`src/rtl/lsu_pkg.sv`:
```
// lsu_pkg: shared definitions for the memory-access stage.
//   - load type codes (mrtype)
//   - fault codes reported on lsu_faultW
//   - FSM state encoding
//   - is_misaligned(): alignment rule for a memory access
package lsu_pkg;

   localparam logic [2:0] MRT_LB  = 3'd0;
   localparam logic [2:0] MRT_LH  = 3'd1;
   localparam logic [2:0] MRT_LW  = 3'd2;
   localparam logic [2:0] MRT_LBU = 3'd4;
   localparam logic [2:0] MRT_LHU = 3'd5;

   typedef enum logic [1:0] {
      FAULT_NONE     = 2'd0,
      FAULT_MISALIGN = 2'd1,
      FAULT_BUS      = 2'd2,
      FAULT_TIMEOUT  = 2'd3
   } fault_t;

   typedef enum logic [1:0] {
      ST_IDLE = 2'd0,
      ST_REQ  = 2'd1,
      ST_RESP = 2'd2,
      ST_DONE = 2'd3
   } state_t;

   // Loads take their size from mrtype (reserved codes act as word).
   // Stores take it from the byte mask: 4'hF is a word, 4'h3 a halfword,
   // anything else is treated as a byte and has no alignment constraint.
   function automatic logic is_misaligned(input logic       wen,
                                          input logic [3:0] mask,
                                          input logic [2:0] mrtype,
                                          input logic [1:0] addr);
      logic half;
      logic word;
      if (wen) begin
         half = (mask == 4'h3);
         word = (mask == 4'hF);
      end else begin
         half = (mrtype == MRT_LH) || (mrtype == MRT_LHU);
         word = !(half || (mrtype == MRT_LB) || (mrtype == MRT_LBU));
      end
      return (half && addr[0]) || (word && (addr != 2'b00));
   endfunction

endpackage

```
`src/rtl/mstage_lsu_if.sv`:
```
// mstage_lsu_if: split request/response data bus between the LSU and memory.
//   request : bus_req_valid/ready, bus_req_addr, bus_req_wen, bus_req_wdata, bus_req_wstrb
//   response: bus_resp_valid/ready, bus_resp_rdata, bus_resp_err
// Handshake rule for both channels: a beat transfers on a rising clock edge
// where valid and ready are both high; while valid is high and ready is low
// the sender keeps valid asserted and the payload unchanged.
interface mstage_lsu_if;

   logic        bus_req_valid;
   logic        bus_req_ready;
   logic [31:0] bus_req_addr;
   logic        bus_req_wen;
   logic [31:0] bus_req_wdata;
   logic [3:0]  bus_req_wstrb;
   logic        bus_resp_valid;
   logic        bus_resp_ready;
   logic [31:0] bus_resp_rdata;
   logic        bus_resp_err;

   modport master (
      output bus_req_valid, bus_req_addr, bus_req_wen, bus_req_wdata, bus_req_wstrb,
      output bus_resp_ready,
      input  bus_req_ready, bus_resp_valid, bus_resp_rdata, bus_resp_err
   );

   modport slave (
      input  bus_req_valid, bus_req_addr, bus_req_wen, bus_req_wdata, bus_req_wstrb,
      input  bus_resp_ready,
      output bus_req_ready, bus_resp_valid, bus_resp_rdata, bus_resp_err
   );

endinterface

```
`src/rtl/lsu_load_align.sv`:
```
// lsu_load_align: combinational load data extraction.
//   rdata  in  32  word returned by the bus
//   addr   in  2   byte offset of the access
//   mrtype in  3   load type (lsu_pkg MRT_*)
//   data   out 32  selected byte/halfword, sign- or zero-extended; word unchanged
module lsu_load_align
   import lsu_pkg::*;
(
   input  logic [31:0] rdata,
   input  logic [1:0]  addr,
   input  logic [2:0]  mrtype,
   output logic [31:0] data
);

   logic [15:0] shifted;

   assign shifted = 16'(rdata >> {addr, 3'b000});

   always_comb begin
      data = rdata;
      case (mrtype)
         MRT_LB:  data = {{24{shifted[7]}}, shifted[7:0]};
         MRT_LBU: data = {24'd0, shifted[7:0]};
         MRT_LH:  data = {{16{shifted[15]}}, shifted[15:0]};
         MRT_LHU: data = {16'd0, shifted[15:0]};
         default: data = rdata;
      endcase
   end

endmodule

```
`src/rtl/mstage_lsu.sv`:
```
// mstage_lsu: memory-access pipeline stage, one instruction in flight.
//   clk, rst (async, active-low)
//   s_valid/s_ready        : upstream bundle handshake (*M inputs)
//   m_valid/m_ready        : downstream result handshake (*W outputs)
//   bus (master modport)   : split request/response data bus
//   rdataW                 : aligned/extended load data, 0 otherwise
//   lsu_faultW             : 0 none, 1 misaligned, 2 bus error, 3 timeout
//   dbg_state              : current FSM state
// Every output is a register or a decode of the state register.
module mstage_lsu
   import lsu_pkg::*;
#(
   parameter int unsigned TIMEOUT = 255
) (
   input  logic        clk,
   input  logic        rst,
   input  logic        s_valid,
   output logic        s_ready,
   input  logic        mvalidM,
   input  logic        mwenM,
   input  logic [7:0]  mwmaskM,
   input  logic [2:0]  mrtypeM,
   input  logic [31:0] src2M,
   input  logic [31:0] ALU_resultM,
   input  logic [2:0]  rdregsrcM,
   input  logic [31:0] dnpcM,
   input  logic [31:0] snpcM,
   input  logic [31:0] pcM,
   input  logic [11:0] csraddrM,
   input  logic [31:0] csrM,
   input  logic        cmp_resultM,
   input  logic        ecallM,
   input  logic [4:0]  rdM,
   output logic [2:0]  rdregsrcW,
   output logic [31:0] dnpcW,
   output logic [31:0] snpcW,
   output logic [31:0] pcW,
   output logic [31:0] ALU_resultW,
   output logic [11:0] csraddrW,
   output logic [31:0] csrW,
   output logic        cmp_resultW,
   output logic        ecallW,
   output logic [4:0]  rdW,
   output logic [31:0] rdataW,
   output logic [1:0]  lsu_faultW,
   output logic        m_valid,
   input  logic        m_ready,
   mstage_lsu_if.master bus,
   output state_t      dbg_state
);

   localparam int CW = (TIMEOUT == 0) ? 1 : $clog2(TIMEOUT + 1);

   state_t        state, state_nxt;
   logic [CW-1:0] wait_cnt;
   logic          mwen_q;
   logic [2:0]    mrtype_q;
   logic [31:0]   req_addr, req_wdata;
   logic          req_wen;
   logic [3:0]    req_wstrb;
   logic          req_valid, resp_ready;
   logic          misalign, timeout_hit;
   logic [31:0]   load_data;
   logic          unused_mask_hi;

   // Only the low nibble of the mask describes a 32-bit bus access.
   assign unused_mask_hi = ^mwmaskM[7:4];

   assign misalign    = is_misaligned(mwenM, mwmaskM[3:0], mrtypeM, ALU_resultM[1:0]);
   assign timeout_hit = (TIMEOUT != 0) && (wait_cnt == CW'(TIMEOUT - 1));

   lsu_load_align u_align (
      .rdata  (bus.bus_resp_rdata),
      .addr   (ALU_resultW[1:0]),
      .mrtype (mrtype_q),
      .data   (load_data)
   );

   always_ff @(posedge clk or negedge rst) begin
      if (!rst) begin
         state       <= ST_IDLE;
         wait_cnt    <= '0;
         mwen_q      <= 1'b0;
         mrtype_q    <= '0;
         req_addr    <= '0;
         req_wen     <= 1'b0;
         req_wdata   <= '0;
         req_wstrb   <= '0;
         rdregsrcW   <= '0;
         dnpcW       <= '0;
         snpcW       <= '0;
         pcW         <= '0;
         ALU_resultW <= '0;
         csraddrW    <= '0;
         csrW        <= '0;
         cmp_resultW <= 1'b0;
         ecallW      <= 1'b0;
         rdW         <= '0;
         rdataW      <= '0;
         lsu_faultW  <= FAULT_NONE;
      end else begin
         state <= state_nxt;
         case (state)
            ST_IDLE: if (s_valid) begin
               rdregsrcW   <= rdregsrcM;
               dnpcW       <= dnpcM;
               snpcW       <= snpcM;
               pcW         <= pcM;
               ALU_resultW <= ALU_resultM;
               csraddrW    <= csraddrM;
               csrW        <= csrM;
               cmp_resultW <= cmp_resultM;
               ecallW      <= ecallM;
               rdW         <= rdM;
               mwen_q      <= mwenM;
               mrtype_q    <= mrtypeM;
               req_addr    <= {ALU_resultM[31:2], 2'b00};
               req_wen     <= mwenM;
               req_wstrb   <= mwmaskM[3:0] << ALU_resultM[1:0];
               req_wdata   <= src2M << {ALU_resultM[1:0], 3'b000};
               rdataW      <= '0;
               wait_cnt    <= '0;
               lsu_faultW  <= (mvalidM && misalign) ? FAULT_MISALIGN : FAULT_NONE;
            end
            ST_RESP: begin
               // A response in the last allowed cycle still wins over the abort.
               if (bus.bus_resp_valid) begin
                  if (!mwen_q) rdataW <= load_data;
                  if (bus.bus_resp_err) lsu_faultW <= FAULT_BUS;
               end else if (timeout_hit) begin
                  lsu_faultW <= FAULT_TIMEOUT;
                  rdataW     <= '0;
               end else begin
                  wait_cnt <= wait_cnt + 1'b1;
               end
            end
            default: ;
         endcase
      end
   end

   always_comb begin
      state_nxt  = state;
      s_ready    = 1'b0;
      m_valid    = 1'b0;
      req_valid  = 1'b0;
      resp_ready = 1'b0;
      case (state)
         ST_IDLE: begin
            s_ready = 1'b1;
            if (s_valid) begin
               if (!mvalidM || misalign) state_nxt = ST_DONE;
               else                      state_nxt = ST_REQ;
            end
         end
         ST_REQ: begin
            req_valid = 1'b1;
            if (bus.bus_req_ready) state_nxt = ST_RESP;
         end
         ST_RESP: begin
            resp_ready = 1'b1;
            if (bus.bus_resp_valid || timeout_hit) state_nxt = ST_DONE;
         end
         ST_DONE: begin
            m_valid = 1'b1;
            if (m_ready) state_nxt = ST_IDLE;
         end
         default: state_nxt = ST_IDLE;
      endcase
   end

   assign bus.bus_req_valid  = req_valid;
   assign bus.bus_req_addr   = req_addr;
   assign bus.bus_req_wen    = req_wen;
   assign bus.bus_req_wdata  = req_wdata;
   assign bus.bus_req_wstrb  = req_wstrb;
   assign bus.bus_resp_ready = resp_ready;
   assign dbg_state          = state;

endmodule

```
`src/flat_wrapper.sv`:
```
// flat-port wrapper written by rule: the top's interface ports become plain ports
module mstage_lsu_flat import lsu_pkg::*;
#(
   parameter int unsigned TIMEOUT = 255
)
  (clk, rst, s_valid, s_ready, mvalidM, mwenM, mwmaskM, mrtypeM, src2M, ALU_resultM, rdregsrcM, dnpcM, snpcM, pcM, csraddrM, csrM, cmp_resultM, ecallM, rdM, rdregsrcW, dnpcW, snpcW, pcW, ALU_resultW, csraddrW, csrW, cmp_resultW, ecallW, rdW, rdataW, lsu_faultW, m_valid, m_ready, dbg_state, bus_bus_req_valid, bus_bus_req_addr, bus_bus_req_wen, bus_bus_req_wdata, bus_bus_req_wstrb, bus_bus_resp_ready, bus_bus_req_ready, bus_bus_resp_valid, bus_bus_resp_rdata, bus_bus_resp_err);
  mstage_lsu_if bus_i ();
  input  logic clk;
  input  logic rst;
  input  logic s_valid;
  output logic s_ready;
  input  logic mvalidM;
  input  logic mwenM;
  input  logic [7:0] mwmaskM;
  input  logic [2:0] mrtypeM;
  input  logic [31:0] src2M;
  input  logic [31:0] ALU_resultM;
  input  logic [2:0] rdregsrcM;
  input  logic [31:0] dnpcM;
  input  logic [31:0] snpcM;
  input  logic [31:0] pcM;
  input  logic [11:0] csraddrM;
  input  logic [31:0] csrM;
  input  logic cmp_resultM;
  input  logic ecallM;
  input  logic [4:0] rdM;
  output logic [2:0] rdregsrcW;
  output logic [31:0] dnpcW;
  output logic [31:0] snpcW;
  output logic [31:0] pcW;
  output logic [31:0] ALU_resultW;
  output logic [11:0] csraddrW;
  output logic [31:0] csrW;
  output logic cmp_resultW;
  output logic ecallW;
  output logic [4:0] rdW;
  output logic [31:0] rdataW;
  output logic [1:0] lsu_faultW;
  output logic m_valid;
  input  logic m_ready;
  output state_t dbg_state;
  output wire logic [$bits(bus_i.bus_req_valid)-1:0] bus_bus_req_valid;
  output wire logic [$bits(bus_i.bus_req_addr)-1:0] bus_bus_req_addr;
  output wire logic [$bits(bus_i.bus_req_wen)-1:0] bus_bus_req_wen;
  output wire logic [$bits(bus_i.bus_req_wdata)-1:0] bus_bus_req_wdata;
  output wire logic [$bits(bus_i.bus_req_wstrb)-1:0] bus_bus_req_wstrb;
  output wire logic [$bits(bus_i.bus_resp_ready)-1:0] bus_bus_resp_ready;
  input wire logic [$bits(bus_i.bus_req_ready)-1:0] bus_bus_req_ready;
  input wire logic [$bits(bus_i.bus_resp_valid)-1:0] bus_bus_resp_valid;
  input wire logic [$bits(bus_i.bus_resp_rdata)-1:0] bus_bus_resp_rdata;
  input wire logic [$bits(bus_i.bus_resp_err)-1:0] bus_bus_resp_err;
  assign bus_bus_req_valid = bus_i.bus_req_valid;
  assign bus_bus_req_addr = bus_i.bus_req_addr;
  assign bus_bus_req_wen = bus_i.bus_req_wen;
  assign bus_bus_req_wdata = bus_i.bus_req_wdata;
  assign bus_bus_req_wstrb = bus_i.bus_req_wstrb;
  assign bus_bus_resp_ready = bus_i.bus_resp_ready;
  assign bus_i.bus_req_ready = bus_bus_req_ready;
  assign bus_i.bus_resp_valid = bus_bus_resp_valid;
  assign bus_i.bus_resp_rdata = bus_bus_resp_rdata;
  assign bus_i.bus_resp_err = bus_bus_resp_err;
  mstage_lsu #(.TIMEOUT(TIMEOUT)) u_core (.clk(clk), .rst(rst), .s_valid(s_valid), .s_ready(s_ready), .mvalidM(mvalidM), .mwenM(mwenM), .mwmaskM(mwmaskM), .mrtypeM(mrtypeM), .src2M(src2M), .ALU_resultM(ALU_resultM), .rdregsrcM(rdregsrcM), .dnpcM(dnpcM), .snpcM(snpcM), .pcM(pcM), .csraddrM(csraddrM), .csrM(csrM), .cmp_resultM(cmp_resultM), .ecallM(ecallM), .rdM(rdM), .rdregsrcW(rdregsrcW), .dnpcW(dnpcW), .snpcW(snpcW), .pcW(pcW), .ALU_resultW(ALU_resultW), .csraddrW(csraddrW), .csrW(csrW), .cmp_resultW(cmp_resultW), .ecallW(ecallW), .rdW(rdW), .rdataW(rdataW), .lsu_faultW(lsu_faultW), .m_valid(m_valid), .m_ready(m_ready), .bus(bus_i), .dbg_state(dbg_state));
endmodule
```
`config.mk`:
```
export PLATFORM = sky130hd
export DESIGN_NAME = mstage_lsu_flat
export DESIGN_NICKNAME = d
export VERILOG_FILES = /design/src/rtl/lsu_pkg.sv /design/src/rtl/mstage_lsu_if.sv /design/src/rtl/lsu_load_align.sv /design/src/rtl/mstage_lsu.sv /design/src/flat_wrapper.sv
export SDC_FILE = /design/constraint.sdc
export NUM_CORES = 1
export LEC_CHECK = 0
export BUFFER_PORTS_ARGS = -buffer_cell sky130_fd_sc_hd__clkbuf_2
export CORE_AREA = 2 2 218 220
export DETAILED_ROUTE_END_ITERATION = 7
export DIE_AREA = 0 0 220 222
export PLACE_DENSITY = 0.46
export REMOVE_ABC_BUFFERS = 1
export SLEW_MARGIN = 30
export SYNTH_ARGS = -nofsm -noshare
export SYNTH_HDL_FRONTEND = slang
export SYNTH_SLANG_ARGS = --single-unit
```
`constraint.sdc`:
```
create_clock -name clk -period 2.11 [get_ports clk]
set_clock_uncertainty 0.1 [all_clocks]
set_input_delay 0.211 -clock clk [delete_from_list [all_inputs] [get_ports clk]]
set_output_delay 0.211 -clock clk [all_outputs]
set_load 0.03 [all_outputs]
```
Yosys cells after proc, flatten, opt, wreduce, memory -nomap -nowiden
Index checks and enable logic that the tools add are counted.
- register bits: 296
- input bits: 266
- output and inout bits: 291
- add/subtract/negate cells: 1
- equality and inequality tests: 21
- shift operators: 3
- muxes and demuxes: 28
- reduce and logical (&&, ||, !) cells: 21
- operators by type and width (operator ; number):
    32-bit two-way mux ; 4
    32-bit case mux with 4 select lines ; 1
    32-bit case mux with 2 select lines ; 1
    32-bit by 5-bit << shifter with 32-bit output ; 1
    32-bit by 5-bit right shift with 16-bit output ; 1
    8-bit two-way mux ; 3
    2-bit two-way mux ; 9
    8-bit case mux with 2 select lines ; 1
    4-bit AND reduction ; 4
    3-bit == test (second input constant) ; 4
    2-bit inequality test (second input constant) ; 5
    8-bit by 1-bit adder with 8-bit output (second input constant) ; 1
    8-bit == test (second input constant) ; 1
    2-bit case mux with 4 select lines ; 1
    1-bit two-way mux ; 7
    3-bit by 1-bit == test with 1-bit output (second input constant) ; 2
    3-bit zero test ; 2
    1-bit logical OR ; 6
    3-bit inequality test (second input constant) ; 2
    2-bit == test (second input constant) ; 2
    4-bit by 2-bit == test with 1-bit output (second input constant) ; 1
    4-bit == test (second input constant) ; 1
    2-bit case mux with 2 select lines ; 1
    2-bit nonzero test ; 2
    8 further kinds ; 11

Logic depth before layout (Yosys ltp)
- depth in word-level cells: 12
- mapped depth: 8
- depth with buffers taken out: 6

Modules after synthesis
Synthesis repeated with hierarchy kept, for this count alone.
- cell total of the unflattened synthesis: 911
- area total of the unflattened synthesis: 11827.6 µm²
- modules (own cells, without submodules) (module ; times used ; cells each ; area each (µm²) ; seq. area each (µm²)):
    mstage_lsu ; 1 ; 800 ; 11111.9 ; 6656.4
    lsu_load_align ; 1 ; 111 ; 715.7 ; 0.0

Worst setup path before layout
OpenSTA, ideal clock, no wires.
- kind: reg-to-reg
- start point: reg u_core.state[0] (netlist: u_core.dbg_state[0])
- end point: reg u_core.csrW[0]
- setup time: 125 ps
- arrival time: 2184 ps
- data required time: 1885 ps
- path slack: -298 ps
- cell stages (with the launch flop): 7
- path buffers: 2
- cell sequence: dfrtp_1 -> inv_1 -> ha_1 -> nand2_1 -> clkbuf_1 -> buf_2 -> mux2_2
- longest elaborated chain between the ends: 2
- ends and longest elaborated chain (element ; RTL line ; RTL):
    from (decl) ; mstage_lsu.sv:54 ; state_t state, state_nxt;
    from (signal assigned) ; mstage_lsu.sv:102 ; state <= state_nxt;
    2-bit zero test ; mstage_lsu.sv:103 ; case (state)
    2-bit AND reduction (no source line) ; -- ;
    to (signal assigned) ; mstage_lsu.sv:111 ; csrW <= csrM;
    to (decl) ; mstage_lsu.sv:40 ; output logic [31:0] csrW,
Every way passes these cells.
A chain may end at the register's enable or synchronous reset.

Final worst setup path
- start point: reg u_core.wait_cnt[0]
- end point: reg u_core.rdataW[10]
- longest elaborated chain between the ends: 3
- ends and longest elaborated chain (element ; RTL line ; RTL):
    from (decl) ; mstage_lsu.sv:55 ; logic [CW-1:0] wait_cnt;
    from (signal assigned) ; mstage_lsu.sv:134 ; wait_cnt <= wait_cnt + 1'b1;
    8-bit == test ; mstage_lsu.sv:70 ; assign timeout_hit = (TIMEOUT != 0) && (wait_cnt == CW'(TIMEOUT - 1));
    3-bit by 2-bit inequality test with 1-bit output (no source line) ; -- ;
    4-bit AND reduction (no source line) ; -- ;
    to (signal assigned) ; mstage_lsu.sv:128 ; if (!mwen_q) rdataW <= load_data;
    to (decl) ; mstage_lsu.sv:44 ; output logic [31:0] rdataW,
Every way passes these cells.

==> impl_metrics.env <==
export IMPL_leakagePower_nw=9.08
export IMPL_cts_sinks=266
export IMPL_post_place_ws_ns=0.105
export IMPL_synth_top_family_by_area="multiplexers"
export IMPL_gp_congestion=0.774
export IMPL_wl_met3_um=3190
export IMPL_die_w_um=220
export IMPL_wl_per_cell_um=17.3
export IMPL_regArea_sq_um=6660
export IMPL_firstDrtPassIters=4
export IMPL_htree_levels=2
export IMPL_netSwitchingFraction_pct=45.3
export IMPL_grt_start_max_net_pins=52
export IMPL_cts_buffers=34
export IMPL_vdd_ir_drop_worst_mv=1.21
export IMPL_ys_ff_latch=266
export IMPL_whs_endpoint="u_core.bus.bus_req_wdata[23]"
export IMPL_rr_worst_depth=7
export IMPL_worst_slew_pin_transition_ns=0.774
export IMPL_cts_root_buf="clkbuf_16"
export IMPL_via_count=9869
export IMPL_muxShareOfSynthArea_pct=22.6
export IMPL_yosysSeqAreaShare_pct=58.8
export IMPL_grt_usage_pct=15.9
export IMPL_die_h_um=222
export IMPL_final_setup_viol_count=0
export IMPL_ys_flop_type="dfrtp_1"
export IMPL_area_growth_pct=63.7
export IMPL_hold_viol_final=0
export IMPL_synth_area_top_cells="dfrtp_1 59%, mux2_2 20%, mux2i_1 2.8%"
export IMPL_antenna_left=0
export IMPL_synth_simple_gate_area_share_pct=4.69
export IMPL_netlist_area_sq_um=11300
export IMPL_fill_cells=4483
export IMPL_timing_rr_start="u_core.wait_cnt[0]"
export IMPL_ys_types=46
export IMPL_hp_class="primary input to flip-flop"
export IMPL_io_pins=557
export IMPL_cts_tree="built"
export IMPL_highest_layer="met4"
export IMPL_synthArstFlopShare_pct=100
export IMPL_final_min_clock_period_ns=1.97
export IMPL_grt_pass1_vias=10500
export IMPL_ys_warn_count=0
export IMPL_wl_met1_um=15900
export IMPL_worstPathArrival_ns=2.28
export IMPL_drv_cap=0
export IMPL_drc=0
export IMPL_clock_fmax_mhz=507
export IMPL_drive_gt1_share_pct=51.9
export IMPL_synth_top_area_share_pct=58.8
export IMPL_syn_avg_cell_area_sq_um=13.5
export IMPL_hold_start="src2M[23]"
export IMPL_drv_slew=0
export IMPL_fin_area_sq_um=18500
export IMPL_place_area_sq_um=14900
export IMPL_synth_xor_area_share_pct=0
export IMPL_synth_edff_count=0
export IMPL_grt_overflow=0
export IMPL_initial_utilization_pct=24.5
export IMPL_via_per_inst=4.33
export IMPL_nNetsFinal=1920
export IMPL_clkLatencyLatePin_ns=0.53
export IMPL_fin_ws_ns=0.137
export IMPL_die_area_sq_um=48800
export IMPL_rsz0062_at_grt="false"
export IMPL_p_seq_share_pct=30.6
export IMPL_yosysTopAreaCell="dfrtp_1"
export IMPL_clkTransAtPathRegs_ns=0.06
export IMPL_cts_max_path_buffers=3
export IMPL_rows=79
export IMPL_p_clk_share_pct=18.9
export IMPL_cp_start_kind="flip-flop"
export IMPL_crit_type="flip-flop to flip-flop"
export IMPL_synthAdderAreaFrac_pct=0.663
export IMPL_powerDensity_nw_per_um2=1600
export IMPL_p_int_w=0.0162
export IMPL_period_share_pct=93.5
export IMPL_end_kind="flip-flop"
export IMPL_crit_fanout=32
export IMPL_p_switching_w=0.0135
export IMPL_slew_headroom_pct=48.3
export IMPL_antenna_found_initial=1
export IMPL_dpl_hpwl_um=28700
export IMPL_met2_length_um=19600
export IMPL_grt_pass1_wl_um=60600
export IMPL_io_buffers=550
export IMPL_rrSetupSlack_ns=0.14
export IMPL_synth_compound_area_share_pct=8.81
export IMPL_drt_iter0_markers=365
export IMPL_totalWireLength_um=39400
export IMPL_comb_power_share_pct=50.5
export IMPL_multi_input_area_sq_um=4210
export IMPL_core_area_sq_um=46300
export IMPL_holdPathStages=5
export IMPL_crit_required_ns=2.42
export IMPL_synthCells=839
export IMPL_r2r_end="u_core.rdataW[10]"
export IMPL_status="completed"
-- area by class of cell --
class                           instances  share of cell area (%)
Antenna cell                            1                  0.0135
Clock buffer                           49                    5.38
Clock inverter                         10                   0.418
Inverter                                9                   0.182
Multi-Input combinational cell        483                    22.7
Sequential cell                       266                    35.9
Tap cell                              607                    4.10
Timing Repair Buffer                  854                    31.3
-- registers in the layout, indices dropped and copies added (netlist names), 2 cells and up --
signal                    flops
u_core.ALU_resultW           31
u_core.bus.bus_req_wdata     32
u_core.bus.bus_req_wstrb      4
u_core.csrW                  32
u_core.csraddrW              12
u_core.dbg_state              2
u_core.dnpcW                 32
u_core.lsu_faultW             2
u_core.mrtype_q               3
u_core.pcW                   32
u_core.rdW                    5
u_core.rdataW                32
u_core.rdregsrcW              3
u_core.snpcW                 32
u_core.wait_cnt               8
-- synth_stat cells, types with 3 or more instances --
cell       instances
buf_2             19
nand2b_1           3
or3_1              3
nand4b_1           3
a211oi_1           8
a2bb2oi_1          6
clkbuf_1          25
a22o_1            11
dfrtp_1          266
o31ai_1            4
a221o_1           23
mux2_2           197
nor2_1            20
or4_1              3
o211ai_1          11
buf_1              4
inv_1              9
and2_1             8
nand3_1            6
mux2i_1           32
o2bb2ai_1          8
nand2_1           38
o21ai_0           29
ha_1               6
a21oi_1           27
nor2b_1           12
buf_4             32
-- timing repair --
action,in CTS,in global routing
resized for setup,0,6
setup buffers,0,2
hold buffers,248,0
setup endpoints to repair,0,29
hold endpoints to repair,485,0
-- routing by layer --
metal	up-vias	global-route usage (%)
met5	-	0
met3	46	5.14
met1	4814	19.0
met4	0	3.66
li1	4627	-
met2	382	27.5
-- worst max-delay path by stage --
stage | start | endpoint | slack (ns) | cells past startpoint
after CTS | u_core.wait_cnt[0] | u_core.rdataW[10] | 0.08 | 7
final | u_core.wait_cnt[0] | u_core.rdataW[10] | 0.14 | 7
after global routing | u_core.wait_cnt[0] | u_core.rdataW[10] | 0.008 | 7
after global placement | u_core.wait_cnt[0] | u_core.rdataW[11] | 0.11 | 7
after detailed placement | u_core.wait_cnt[0] | u_core.rdataW[10] | 0.11 | 7
after floorplan | u_core.dbg_state[0] | u_core.wait_cnt[2] | -4.83 | 5
-- critical path: stages, from the launching register on --
cell and delay [ns]:
dfrtp_1 0.42, inv_1 0.09, ha_1 0.16, and3_1 0.19, a21o_1 0.19, nand3_1 0.14, buf_12 0.20, a221o_1 0.36
-- power by group through the flow --
stage / combinational (W) / sequential (W) / clock [W]
global placement: 0.0147 / 0.00905 / 0
CTS: 0.0151 / 0.00909 / 0.00583
finish: 0.0150 / 0.00910 / 0.00562
detailed placement: 0.0147 / 0.00912 / 0
global route: 0.0159 / 0.00944 / 0.00606
floorplan: 0.00390 / 0.0144 / 0
-- through the flow --
stage / utilization (%) / TNS, ns / cells / power (W) / hold slack [ns]
2_1_floorplan: - / -1085.55 / 758 / 0.0183 / -0.185
3_3_place_gp: 32.3 / 0 / 1969 / 0.0237 / 0.0809
3_5_place_dp: 32.3 / 0 / 1969 / 0.0238 / 0.0758
4_1_cts: 40.0 / 0 / 2276 / 0.0300 / 0.00140
5_1_grt: 40.1 / 0 / 2279 / 0.0314 / 0.0150
6_report: 40.1 / 0 / 2279 / 0.0297 / 0.0294
-- layout by cell type (no fill, tap or decap), drive strengths merged, types with 8 or more instances in the layout --
| cell | instances |
|---|---|
| o211ai | 11 |
| nand2 | 38 |
| dfrtp | 266 |
| buf | 57 |
| o2bb2ai | 8 |
| a211oi | 8 |
| dlygate4sd3 | 248 |
| mux2 | 197 |
| a221o | 23 |
| o21ai | 29 |
| nor2 | 20 |
| and2 | 8 |
| mux2i | 32 |
| clkbuf | 598 |
| inv | 11 |
| a22o | 11 |
| nor2b | 12 |
| a21oi | 27 |
-- cells by family (layout without fill, tap and decap cells) --
group,Yosys count,count (layout)
flip-flops,266,266
other,1,3
multiplexers,230,230
AND/OR/NAND/NOR,107,107
AO/OA/AOI/OAI,138,138
buffers and inverters,91,922
adder cells (fa/ha/maj),6,6
Power figures use the tool's default switching activity.
